[src/rtl/readout_sequencer.sv]
// readout_sequencer
// Sequences one readout frame of the counter datapath (four channel counters
// plus the RTC counter). For each word it selects the mux input, has the PISO
// register capture it in parallel, and then shifts it out serially. After the
// last word it pulses the counter clear.
//
// Ports:
//   clk          system clock, rising edge
//   reset        synchronous, active-high reset
//   enable       gates frame starts; a running frame always completes
//   ovf_RTC      RTC counter overflow (level)
//   ovf_ch       OR of the channel counter overflows (level)
//   read_req     host readout request (level or pulse)
//   sel          5:1 mux select (0..3 = ch1..ch4, 4 = RTC)
//   SL           PISO control, 0 = parallel load, 1 = shift
//   shift_en     high while a serial bit is valid at the PISO output
//   out_rst      counter clear pulse at the end of a frame
//   busy         high from the first SEL cycle through the DONE cycle
//   frame_start  one-cycle pulse on the first SEL cycle of a frame
//   done         one-cycle pulse at the end of a frame
//
// state | meaning
// IDLE  | waiting for a trigger
// SEL   | mux select settling for the current word
// LOAD  | PISO parallel capture
// SHIFT | WORD_W serial bits; the next-word decision is made on the last one
// NEXT  | decision point folded into the last SHIFT cycle, never occupied
// CLR   | out_rst pulse, RST_PULSE cycles
// DONE  | end-of-frame pulse, returns to IDLE
module readout_sequencer #(
    parameter int N_WORDS   = 5,
    parameter int WORD_W    = 12,
    parameter int RST_PULSE = 2
) (
    input  logic       clk,
    input  logic       reset,
    input  logic       enable,
    input  logic       ovf_RTC,
    input  logic       ovf_ch,
    input  logic       read_req,
    output logic [2:0] sel,
    output logic       SL,
    output logic       shift_en,
    output logic       out_rst,
    output logic       busy,
    output logic       frame_start,
    output logic       done
);

    // One counter serves both the SHIFT bit count and the CLR pulse width.
    localparam int CNT_MAX = (WORD_W > RST_PULSE) ? WORD_W : RST_PULSE;
    localparam int CNT_W   = $clog2(CNT_MAX + 1);

    typedef enum logic [2:0] {
        S_IDLE,
        S_SEL,
        S_LOAD,
        S_SHIFT,
        S_NEXT,
        S_CLR,
        S_DONE
    } state_t;

    state_t           state_q, state_d;
    logic [2:0]       word_cnt_q, word_cnt_d;
    logic [CNT_W-1:0] cnt_q, cnt_d;
    logic             pending_q, pending_d;
    logic [2:0]       sel_q, sel_d;
    logic             sl_q, sl_d;
    logic             shift_en_q, shift_en_d;
    logic             out_rst_q, out_rst_d;
    logic             busy_q, busy_d;
    logic             frame_start_q, frame_start_d;
    logic             done_q, done_d;

    always_comb begin
        state_d    = state_q;
        word_cnt_d = word_cnt_q;
        cnt_d      = cnt_q;
        // Only host requests are remembered during a frame; overflows are
        // dropped because the end-of-frame clear removes their cause.
        pending_d  = pending_q | (busy_q & read_req);

        case (state_q)
            S_IDLE: begin
                if (enable & (ovf_RTC | ovf_ch | read_req | pending_q)) begin
                    state_d    = S_SEL;
                    pending_d  = 1'b0;
                    word_cnt_d = '0;
                end
            end
            S_SEL: state_d = S_LOAD;
            S_LOAD: begin
                state_d = S_SHIFT;
                cnt_d   = '0;
            end
            S_SHIFT: begin
                if (cnt_q == CNT_W'(WORD_W - 1)) begin
                    cnt_d = '0;
                    if (word_cnt_q < 3'(N_WORDS - 1)) begin
                        word_cnt_d = word_cnt_q + 3'd1;
                        state_d    = S_SEL;
                    end else begin
                        state_d = S_CLR;
                    end
                end else begin
                    cnt_d = cnt_q + CNT_W'(1);
                end
            end
            S_CLR: begin
                if (cnt_q == CNT_W'(RST_PULSE - 1)) begin
                    state_d = S_DONE;
                end else begin
                    cnt_d = cnt_q + CNT_W'(1);
                end
            end
            S_DONE:  state_d = S_IDLE;
            default: state_d = S_IDLE;
        endcase

        // Outputs are decoded from the next state so they register in step
        // with the state they describe.
        sl_d          = (state_d != S_LOAD);
        shift_en_d    = (state_d == S_SHIFT);
        out_rst_d     = (state_d == S_CLR);
        busy_d        = (state_d != S_IDLE);
        done_d        = (state_d == S_DONE);
        frame_start_d = (state_d == S_SEL) && (word_cnt_d == 3'd0);
        if (state_d == S_SEL) begin
            sel_d = word_cnt_d;
        end else if ((state_d == S_DONE) || (state_d == S_IDLE)) begin
            sel_d = 3'd0;
        end else begin
            sel_d = sel_q;
        end
    end

    always_ff @(posedge clk) begin
        if (reset) begin
            state_q       <= S_IDLE;
            word_cnt_q    <= '0;
            cnt_q         <= '0;
            pending_q     <= 1'b0;
            sel_q         <= 3'd0;
            sl_q          <= 1'b1;
            shift_en_q    <= 1'b0;
            out_rst_q     <= 1'b0;
            busy_q        <= 1'b0;
            frame_start_q <= 1'b0;
            done_q        <= 1'b0;
        end else begin
            state_q       <= state_d;
            word_cnt_q    <= word_cnt_d;
            cnt_q         <= cnt_d;
            pending_q     <= pending_d;
            sel_q         <= sel_d;
            sl_q          <= sl_d;
            shift_en_q    <= shift_en_d;
            out_rst_q     <= out_rst_d;
            busy_q        <= busy_d;
            frame_start_q <= frame_start_d;
            done_q        <= done_d;
        end
    end

    assign sel         = sel_q;
    assign SL          = sl_q;
    assign shift_en    = shift_en_q;
    assign out_rst     = out_rst_q;
    assign busy        = busy_q;
    assign frame_start = frame_start_q;
    assign done        = done_q;

endmodule

[config.mk]
export PLATFORM = sky130hd
export DESIGN_NAME = readout_sequencer
export DESIGN_NICKNAME = d
export VERILOG_FILES = /design/src/rtl/readout_sequencer.sv
export SDC_FILE = /design/constraint.sdc
export NUM_CORES = 1
export LEC_CHECK = 0
export CAP_MARGIN = 20
export CORE_MARGIN = 5
export CORE_UTILIZATION = 50
export DETAILED_ROUTE_END_ITERATION = 10
export GPL_TIMING_DRIVEN = 0
export MAX_ROUTING_LAYER = met4
export PLACE_DENSITY_LB_ADDON = 0.2
export RECOVER_POWER = 25
export SYNTH_ARGS = -nofsm -noshare
export SYNTH_HDL_FRONTEND = slang
export SYNTH_SLANG_ARGS = --single-unit
[constraint.sdc]
create_clock -name clk -period 2.2 [get_ports clk]
set_input_delay 0.33 -clock clk [delete_from_list [all_inputs] [get_ports clk]]
set_output_delay 0.33 -clock clk [all_outputs]
set_load 0.05 [all_outputs]
==> After elaboration in Yosys (flattened, before gate mapping) <==
Index checks and enable logic that the tools add are counted.
{ "word_totals": {"register_bits": 20, "out_inout_bits": 9} }
{ "op_classes": {"addsub": 2, "eq_ne": 12, "order_cmp": 1, "mux": 16, "bitwise_logic": 6, "reduce_logical": 9} }
{ "op_table": {"columns": ["operator", "n"], "rows": [
  ["two-way mux 3 bit", 9],
  ["case mux 3 bit (5 select lines)", 1],
  ["case mux 4 bit (3 select lines)", 1],
  ["equality test 3 x 2 -> 1 bit, second input constant", 3],
  ["equality test 3 bit, second input constant", 3],
  ["logical NOT 3 bit", 3],
  ["two-way mux 4 bit", 2],
  ["equality test 3 x 1 -> 1 bit, second input constant", 2],
  ["case mux 3 bit (2 select lines)", 1],
  ["nonzero test 3 bit", 2],
  ["adder 4 x 1 -> 4 bit, second input constant", 1],
  ["equality test 4 x 1 -> 1 bit, second input constant", 1],
  ["equality test 4 bit, second input constant", 1],
  ["bitwise OR 1 bit", 4],
  ["adder 3 x 1 -> 3 bit, second input constant", 1],
  ["less-than comparator 3 bit, second input constant", 1],
  ["!= test 3 x 2 -> 1 bit, second input constant", 1],
  ["bitwise AND 1 bit", 2],
  ["two-way mux 1 bit", 2],
  ["!= test 2 bit, second input constant", 1],
  ["AND reduction 2 bit", 1],
  ["nonzero test 2 bit", 1],
  ["logical AND 1 bit", 1],
  ["logical OR 1 bit", 1]
]} }

==> Depth between registers and ports, before layout <==
{ "logic_depth": {"depth_word": 10, "mapped_depth": 6, "ltp_nobuf": 6} }

==> Worst setup path after synthesis <==
Ideal clock, no wire load.
{ "synth_timing": {"path_kind": "register to register", "startpoint": "register cnt_q[0]", "endpoint": "register out_rst_q, in the netlist out_rst", "stages_incl_launch_ff": 6, "path_slack_ps": 748, "arrival_time_ps": 1325, "n_path_buf": 0, "t_required_ps": 2074, "synth_period_minus_slack_ps": 1452, "cell_sequence": "dfxtp_1 -> ha_1 -> nor3b_1 -> nand2b_1 -> a221o_1 -> nor2b_1"} }
{ "synth_between": {"elab_chain_cells": 4, "word_cells_on_any_way": 6} }
{ "synth_rtl": {"columns": ["element", "line_no", "rtl"], "rows": [
  ["start, declared", "66", "logic [CNT_W-1:0] cnt_q, cnt_d;"],
  ["start signal, assigned", "154", "cnt_q <= cnt_d;"],
  ["equality test 4 x 1 -> 1 bit / equality test 4 bit (equally long branches)", "111, 98", null],
  ["two-way mux 3 bit, on equally long branches", "111, 98", null],
  ["case mux 3 bit (5 select lines) (*)", "84", "case (state_q)"],
  ["equality test 3 bit (*)", "125", "out_rst_d = (state_d == S_CLR);"],
  ["end signal, assigned", "159", "out_rst_q <= out_rst_d;"],
  ["end, declared", "71", "logic out_rst_q, out_rst_d;"]
]} }
Every way passes the cells marked *; elsewhere a longest branch is shown, timed or not.
A chain may end at the register's enable or synchronous reset.

==> Final worst setup path <==
{ "layout_timing": {"startpoint": "input port ovf_ch", "endpoint": "register frame_start_q, in the netlist frame_start"} }
{ "layout_between": {"elab_chain_cells": 8, "word_cells_on_any_way": 11} }
{ "layout_rtl": {"columns": ["element", "line_no", "rtl"], "rows": [
  ["start, declared", "39", "input logic ovf_ch,"],
  ["bitwise OR 1 bit (*) (3 in a row)", "86", "if (enable & (ovf_RTC | ovf_ch | read_req | pending_q)) begin"],
  ["bitwise AND 1 bit (*)", "86", null],
  ["two-way mux 3 bit", "86", null],
  ["case mux 3 bit (5 select lines) / case mux 3 bit (2 select lines) (equally long branches)", "84", null],
  ["equality test 3 x 1 -> 1 bit / logical NOT 3 bit (equally long branches)", "128", "frame_start_d = (state_d == S_SEL) && (word_cnt_d == 3'd0);"],
  ["logical AND 1 bit (*)", "128", null],
  ["end signal, assigned", "161", "frame_start_q <= frame_start_d;"],
  ["end, declared", "73", "logic frame_start_q, frame_start_d;"]
]} }
Marked as above.

==> impl_results.md <==
* Clk pin slew, worst setup/hold paths at 0.12 ns
* Maximum fanout along the worst path at 5
* List of most frequent post-synthesis cells: dfxtp_1, nor2_1
* Clock tree from TritonCTS: built
* Nets@finish at 129
* Post-CTS Resized at 0
* CTS buffer count at 3
* Endpoints failing setup at 0
* Clock tree skew after final layout at 0.00352 ns
* Vertical die dimension at 53.9 µm
* Min Clock Period, post-route at 1.88 ns
* List of cells traversed by the critical path: dlygate4sd3_1, o41ai_1, o21a_1, nor3_1
* Max Transition Viols Final at 0
* Element type at the critical path start: input port
* FF+latch count, synth at 20
* Global-route wire length before repair at 3360 µm
* Final sum of negative setup slack at 0 ns
* Count of yosys warnings during synthesis at 0
* Proportion of netlist area held by the largest area contributor at 41.6%
* Worst endpoint data arrival time at 2.07 ns
* Most common cell in the synthesized netlist: dfxtp_1
* Filler cell count in the final layout at 145
* Number of clock sinks at 20
* Gate Count Post-Synth at 101
* Critical path capture point type: register
* Via density at 5.56
* Number of enable flip-flop cells after synthesis at 0
* WP data required at 2.39 ns
* Total vias in the final route at 800
* Post-synthesis share of cell area spent on full adders, half adders and majority gates at 3.90%
* Synthesized Nets at 110
* Ratio of cells with drive above 1 in the final layout at 12.6%
* Multiplexer fraction of the synthesized cell area at 1.17%
* Total instance count after detailed placement at 140
* Pre-CTS setup slack at 0.395 ns
* Commonest register cell after synthesis: dfxtp_1
* Final Hold Vio Count at 0
* Initial antenna violation count at 0
* Antenna diodes at 0
* Async SR Flop Fraction at 0%
* Post-detailed-route wirelength per cell at 13.5 µm
* Share of the yosys chip area belonging to registers at 41.6%
* Maximum achievable frequency at 531 MHz
* Compound-Gate Fraction of Synth Area at 17.8%
* Leading post-synthesis cells by cell area: dfxtp_1, nor2_1, ha_1
* Number of global-route vias before repair at 759
* Number of levels the H-tree was split into at 1
* Setup repair after global routing missed its margin: false
* Power density of the placed cells at 688 nW/µm²
* Die ar. at 2900 µm²
* Final Routed Wirelength at 1940 µm
* Final setup margin at 0.318 ns
* Multi-input gate area at 502 µm²
* CTS root buffer: clkbuf_4
* Critical path buffers and inverters at 1
* Actual slew at the worst max-slew pin at 0.979 ns
* Count of distinct cell types in the synthesized netlist at 39
* All-Layer GR Usage at 16.0%
* Pin count of the biggest net entering global routing at 13
* Longest Clk Path Bufs at 2
* Pleak at 0.454 nW
* Initial core utilization at 54.0%
* Post-layout instance count excluding filler cells at 144
* Hold_buf cts at 0
* CP max-delay cell: o41ai_1
* Number of primary I/O pins at 15
* Main combinational cell family by area after synthesis: simple AND/OR/NAND/NOR gates
* Clock insertion delay at the later pin of the skew report at 0.30 ns
* Top delay family on crit path: compound AO/OA/AOI/OAI gates
* Crit share post-route at 85.6%
* Slew HR at 33.9%
* VDD IR-drop max at 0.000383 V
* Area growth syn-to-layout at 22.5%
* Post-synthesis area per instance at 9.53 µm²
* Fraction of synthesized cell area in xor and xnor cells at 0.910%
* Largest stage delay on the critical path at 0.91 ns
* Initial DRT Pass Iterations at 4
* Cell type contributing the most total cell area after synthesis: dfxtp_1
* Post-CTS setup-driven buffer insertion count at 0
* Kind of critical path: in -> reg
* Antenna violation net count after detailed routing at 0
* Number of core rows at 15
* Path category of the worst min-delay check: reg -> reg
* Die Wd at 53.9 µm
* Post-synthesis share of cell area spent on and, or, nand and nor gates at 29.1%
* Status: finished, final reports clean
* Total global routing overflow at 0
* Mapped cell area at 962 µm²
* Routability cong. at 0.882
* Total of buffers placed on input and output ports at 14
* Post-detailed-route DRC marker count at 0
* Sequential cell area in the final layout at 400 µm²
* Estimated wirelength of the detail-placed design at 1420 µm
* Number of DRC violations after detailed-routing iteration 0 at 16
* Area of the core at 1780 µm²
* Max_cap viols at 0
cells in the final DEF (no fill, tap or decap), types with 2 or more instances in the layout:
cell	n
nor3_1	5
clkbuf_1	2
clkbuf_4	3
nand2_1	4
buf_6	2
inv_1	6
nand3_1	2
nor2b_1	3
o21ai_0	5
clkdlybuf4s50_1	12
ha_1	3
dlygate4sd3_1	2
nor2_1	12
dfxtp_1	20
nand2b_1	3
o32ai_1	3
a21oi_1	5
nand3b_1	2
a31oi_1	2
path summary, 6_finish.rpt:
path / startpoint / endpoint / slack [ns] / cells after the start
max: ovf_ch / frame_start$_SDFF_PP0_ / 0.32 / 4
min: sel[0]$_SDFFE_PP0P_ / sel[0]$_SDFFE_PP0P_ / 0.49 / 2
max reg2reg: cnt_q[0]$_SDFFE_PP0P_ / out_rst$_SDFF_PP0_ / 0.54 / 5
min reg2reg: sel[0]$_SDFFE_PP0P_ / sel[0]$_SDFFE_PP0P_ / 0.49 / 2
cell families after synthesis:
| kind of cell | Yosys count |
|---|---|
| AO/OA/AOI/OAI | 23 |
| XOR/XNOR | 1 |
| adder cells (fa/ha/maj) | 3 |
| buffers and inverters | 10 |
| flip-flops | 20 |
| multiplexers | 1 |
| AND/OR/NAND/NOR | 43 |
metrics by stage:
step / util, % / area (µm²) / hold WS, ns / total power, W
after global routing: 66.1 / 1180 / 0.511 / 0.000843
after global placement: 63.6 / 1130 / 0.465 / 0.000518
after detailed placement: 63.6 / 1130 / 0.472 / 0.000521
after CTS: 66.5 / 1190 / 0.497 / 0.000816
final: 66.1 / 1180 / 0.492 / 0.000810
after floorplan: - / 962 / 0.431 / 0.000481
layer usage:
layer	vias up	GRT usage, %	routed length [µm]
met4	0	4.68	29
met1	370	20.8	902
met5	-	-	0
met2	22	25.4	899
li1	403	-	-
met3	5	2.77	112
state kept, by name (all words and copies together) (netlist names):
signal,count
SL,1
pending_q,1
state_q,3
cnt_q,4
busy,1
out_rst,1
frame_start,1
word_cnt_q,3
sel,3
shift_en,1
done,1
report_power, final:
group | switching [W] | leakage (nW) | total [W] | internal, W
logic | 0.0000732 | 0.264 | 0.000125 | 0.0000520
registers | 0.0000113 | 0.162 | 0.000385 | 0.000374
clock network | 0.000116 | 0.0279 | 0.000300 | 0.000184
total | 0.000200 | 0.454 | 0.000810 | 0.000610
tightest hold or removal path, delay by kind of cell, from the launching register on:
kind	cells	cell delay, ns
flip-flops	1	0.33
AND/OR/NAND/NOR	1	0.06
AO/OA/AOI/OAI	1	0.06
cell type report:
type / count / share of cell area, %
multi-input cells: 71 / 42.6
clock inverters: 1 / 2.55
inverters: 6 / 1.91
clock buffers: 3 / 1.91
well taps: 25 / 2.65
repair buffers: 14 / 11.9
flip-flops and latches: 20 / 34.0
plain buffers: 4 / 2.55
(Power assumes the default switching activity.)
==> RTL edit 1: new RTL, config.mk and constraints unchanged <==
The 7 states of `state_t` get a one-hot encoding in 7 bits.
--- a/src/rtl/readout_sequencer.sv
+++ b/src/rtl/readout_sequencer.sv
@@ -51,14 +51,14 @@
     localparam int CNT_MAX = (WORD_W > RST_PULSE) ? WORD_W : RST_PULSE;
     localparam int CNT_W   = $clog2(CNT_MAX + 1);
 
-    typedef enum logic [2:0] {
-        S_IDLE,
-        S_SEL,
-        S_LOAD,
-        S_SHIFT,
-        S_NEXT,
-        S_CLR,
-        S_DONE
+    typedef enum logic [6:0] {
+        S_IDLE  = 7'b0000001,
+        S_SEL   = 7'b0000010,
+        S_LOAD  = 7'b0000100,
+        S_SHIFT = 7'b0001000,
+        S_NEXT  = 7'b0010000,
+        S_CLR   = 7'b0100000,
+        S_DONE  = 7'b1000000
     } state_t;
 
     state_t           state_q, state_d;
Formal check against the unedited RTL: no difference found for any inputs over 10 cycles, from zero or initial values and one cycle with reset high; not proved beyond that.
==> RTL edit 1 against the original RTL <==
- routed wire length grew 1.8%
- worst setup slack lost 220 ps
- sequential share of layout area grew 4.0 points
- synthesized cell count grew 12%
- power shrank 15%
- design area grew 7.3%
- sequential cell count grew 4
- area after synthesis grew 11%
- critical path type is now flip-flop to flip-flop
- largest power group unchanged
==> RTL edit 1: results <==
[worst_setup_path]
cp.arrival_ps = 2300
cp_max_fo = 6

[final_layout]
final_nets = 140
fill_cells = 175
fin_cells = 156
num_antenna_cells = 0
reg_top3 = "state_q: 7 flops, cnt_q: 4 flops"
drive_gt1_share_pct = 12.4

[synth]
synth_async_sr_flop_share_pct = 0
ys_seq_area_share_pct = 44.9
synthDistinctLibCells = 40
yosys_warnings = 0
yosys-top-cells-count = "dfxtp_1, nor2_1"
synth_top_family_by_area = "simple AND/OR/NAND/NOR gates"
synthMuxAreaShare_pct = 1.05
ys_top_cells_by_area = "dfxtp_1, nor2_1, ha_1"
synth_area_per_cell_um2 = 9.48
synth_compound_area_share_pct = 14.4
synth-xor-area-share_pct = 4.09
synth_fa_ha_area_share_pct = 3.50
synth_nets = 122

[timing]
worst_slew_pin_slew_ps = 540
skew_ps = 5.10

[clock_tree]
cts-root-buf = "clkbuf_4"
post-cts-setup-buffers = 0
clk_latency_ps = 300
cts_max_path_buffers = 2
clk_pin_slew_worst_paths_ps = 120
cts_buffers = 3
cts_resized = 0
htreeDepth = 1

[placement]
place_ws_ps = -230
gp_congestion = 0.782
place_area_um2 = 1230
dp.cells = 153
hpwl_mm = 1.56
io_buffers = 13

[outcome]
status = "finished, final reports clean"

[detailed_routing]
drt_iter0_markers = 17
routed_wl_mm = 1.98
firstDrtPassIters = 4
viasPerCell = 5.44

[global_routing]
grt_pass1_vias = 814
grt_pass1_wl_mm = 3.37
grt_max_degree = 13
antenna_found_initial = 0
grt_util_all_layers_pct = 13.6

[power_and_ir_drop]
combPwrFrac_pct = 9.3
vdd_drop_max_uv = 401
p_leak_nw = 0.473
p_int_w = 0.000532

[hold_path]
worstHoldPathType = "primary input to flip-flop"
## RTL edit 1: cell count changes after synthesis, sizes merged, moves of 3 or more
cell and change:
o32ai -3, nor2 +4, xor2 +4, dfxtp +4
## RTL edit 1: layout make-up
class / count / area [um^2] / share of cell area (%)
plain buffers: 4 / 31.3 / 2.47
clock buffers: 3 / 22.5 / 1.78
inverters: 5 / 18.8 / 1.48
multi-input cells: 80 / 548 / 43.3
flip-flops and latches: 24 / 480 / 38.0
well taps: 27 / 33.8 / 2.67
repair buffers: 13 / 130 / 10.3
## RTL edit 1: critical path, cell delays in order (launching register included)
cell and delay (ps):
dfxtp_1 370, or4_4 520, buf_6 150, nor4_4 380, a21oi_2 140, and4b_4 220, a22o_1 220
## RTL edit 1: power by group through the flow
stage	Combinational [W]	Sequential, W	Clock (W)
after floorplan	0.0000358	0.000462	0
after global placement	0.0000618	0.000455	0
after detailed placement	0.0000623	0.000455	0
after CTS	0.0000624	0.000445	0.000185
after global routing	0.0000685	0.000447	0.000209
final	0.0000635	0.000445	0.000177
## RTL edit 1: final timing paths
check	from	end	slack, ps	cells past startpoint
hold / removal	reset	shift_en$_SDFF_PP0_	230	2
setup reg to reg	state_q[1]$_SDFF_PP0_	sel[0]$_SDFFE_PP0P_	100	6
hold reg to reg	sel[1]$_SDFFE_PP0P_	sel[1]$_SDFFE_PP0P_	480	1
setup / recovery	state_q[1]$_SDFF_PP0_	sel[0]$_SDFFE_PP0P_	100	6
## RTL edit 1: layer usage
metal	vias to the layer above	wire [um]	GRT usage, %
li1	436	-	-
met1	395	871	15.4
met2	14	1030	23.7
met3	4	54	2.06
met4	0	23	6.10
met5	-	0	-
==> RTL edit 2: new RTL, same flow settings <==
Made on the original files. Set the parameter `WORD_W` to 8 (it was 12).
--- a/src/rtl/readout_sequencer.sv
+++ b/src/rtl/readout_sequencer.sv
@@ -29,7 +29,7 @@
 // DONE  | end-of-frame pulse, returns to IDLE
 module readout_sequencer #(
     parameter int N_WORDS   = 5,
-    parameter int WORD_W    = 12,
+    parameter int WORD_W    = 8,
     parameter int RST_PULSE = 2
 ) (
     input  logic       clk,
Formal check against the unedited RTL: no difference found for any inputs over 10 cycles, from zero or initial values and one cycle with reset high; that may be too few to reach the edited logic, so the function may still have changed.
==> RTL edit 2 against the original RTL <==
- design area rose by 1.1%
- largest power group unchanged
- routed wire length rose by 9.5%
- worst setup slack lost 29 ps
- die area up 1.4%
- highest routed layer unchanged
- combinational power is 6% lower
- area after synthesis up 1.7%
- power decreased by 1.7%
- sequential cell count is the same
==> RTL edit 2: results <==
[detailed_routing]
drt-met1-wl_um = 975
routed_wl_mm = 2.13
wl_met3_um = 134
dr_wl_met2_um = 981
drt_iter0_markers = 26
vias = 885

[timing]
relSlewSlack_pct = 66.6
hold_slack_ps = 407
skew_ps = 2.47

[final_layout]
final_nets = 135
num_antenna_cells = 0
drive_gt1_share_pct = 8.00
fin_cells = 152

[hold_path]
min_to = "word_cnt_q[0]$_SDFF_PP0_"
worstHoldPathType = "primary input to flip-flop"

[power_and_ir_drop]
p_leak_nw = 0.479
power.switching_w = 0.000193
pwr.group.combinational_w = 0.000118
finalPower_w = 0.000797
vdd_drop_max_uv = 449

[synth]
ys_top_cells_by_area = "dfxtp_1, ha_1, nor2_1"
ys_seq_area_share_pct = 40.9
yosys-top-cells-count = "dfxtp_1, nor2_1, inv_1"
synthCells = 108
synth_nets = 117
synthDistinctLibCells = 42

[clock_tree]
htreeDepth = 1

[placement]
place_area_um2 = 1140
io_buffers = 13
place_ws_ps = 43.6
hpwl_mm = 1.54
gp_congestion = 0.809

[worst_setup_path]
cp.arrival_ps = 2130
crit_slowest_cell = "or3_1"
r2r-end = "frame_start$_SDFF_PP0_"
r2r_cells = 5
slowest_delay_ps = 430
rrSetupSlack_ps = 290

[global_routing]
grt_use_met1_pct = 21.4
grt_pass1_wl_mm = 3.63
grtUsageMet3_pct = 3.27
grt_pass1_vias = 840
met2_usage_pct = 27.1
grt_util_all_layers_pct = 17.1

[outcome]
status = "finished, final reports clean"
-- RTL edit 2: worst max-delay path by stage --
stage / from / end / slack, ps / depth (start not counted)
finish: cnt_q[0]$_SDFFE_PP0P_ / frame_start$_SDFF_PP0_ / 290 / 5
global route: cnt_q[0]$_SDFFE_PP0P_ / frame_start$_SDFF_PP0_ / 160 / 5
CTS: cnt_q[0]$_SDFFE_PP0P_ / frame_start$_SDFF_PP0_ / 300 / 5
detailed placement: enable / frame_start$_SDFF_PP0_ / 40 / 5
global placement: enable / frame_start$_SDFF_PP0_ / 70 / 5
floorplan: state_q[2]$_SDFF_PP0_ / frame_start$_SDFF_PP0_ / 470 / 5
-- RTL edit 2: cells by family (layout without fill, tap and decap cells) --
| family | after synthesis | count (layout) | share of synthesized area, % |
|---|---|---|---|
| AOI/OAI and AO/OA | 28 | 28 | 20.2 |
| xor gates and xnor gates | 1 | 1 | 0.895 |
| adders and majority gates | 3 | 3 | 3.84 |
| buffers and inverters | 15 | 32 | 7.29 |
| DFF | 20 | 20 | 40.9 |
| muxes | 2 | 2 | 2.17 |
| and+or+nand+nor | 39 | 39 | 24.7 |
-- RTL edit 2: critical path, delay by kind of cell (launching register included) --
family | cells | cell delay [ps]
fa+ha+maj | 1 | 240
simple gates | 3 | 850
compound gates | 1 | 330
flops | 1 | 410
-- RTL edit 2: cell type report --
type                    count  area [um^2]
inverters                   7         26.3
clock buffers               3         22.5
plain buffers               8         45.0
fillers                   178          731
multi-input cells          73          503
repair buffers             13          130
flip-flops and latches     20          400
clock inverters             1         30.0
well taps                  27         33.8
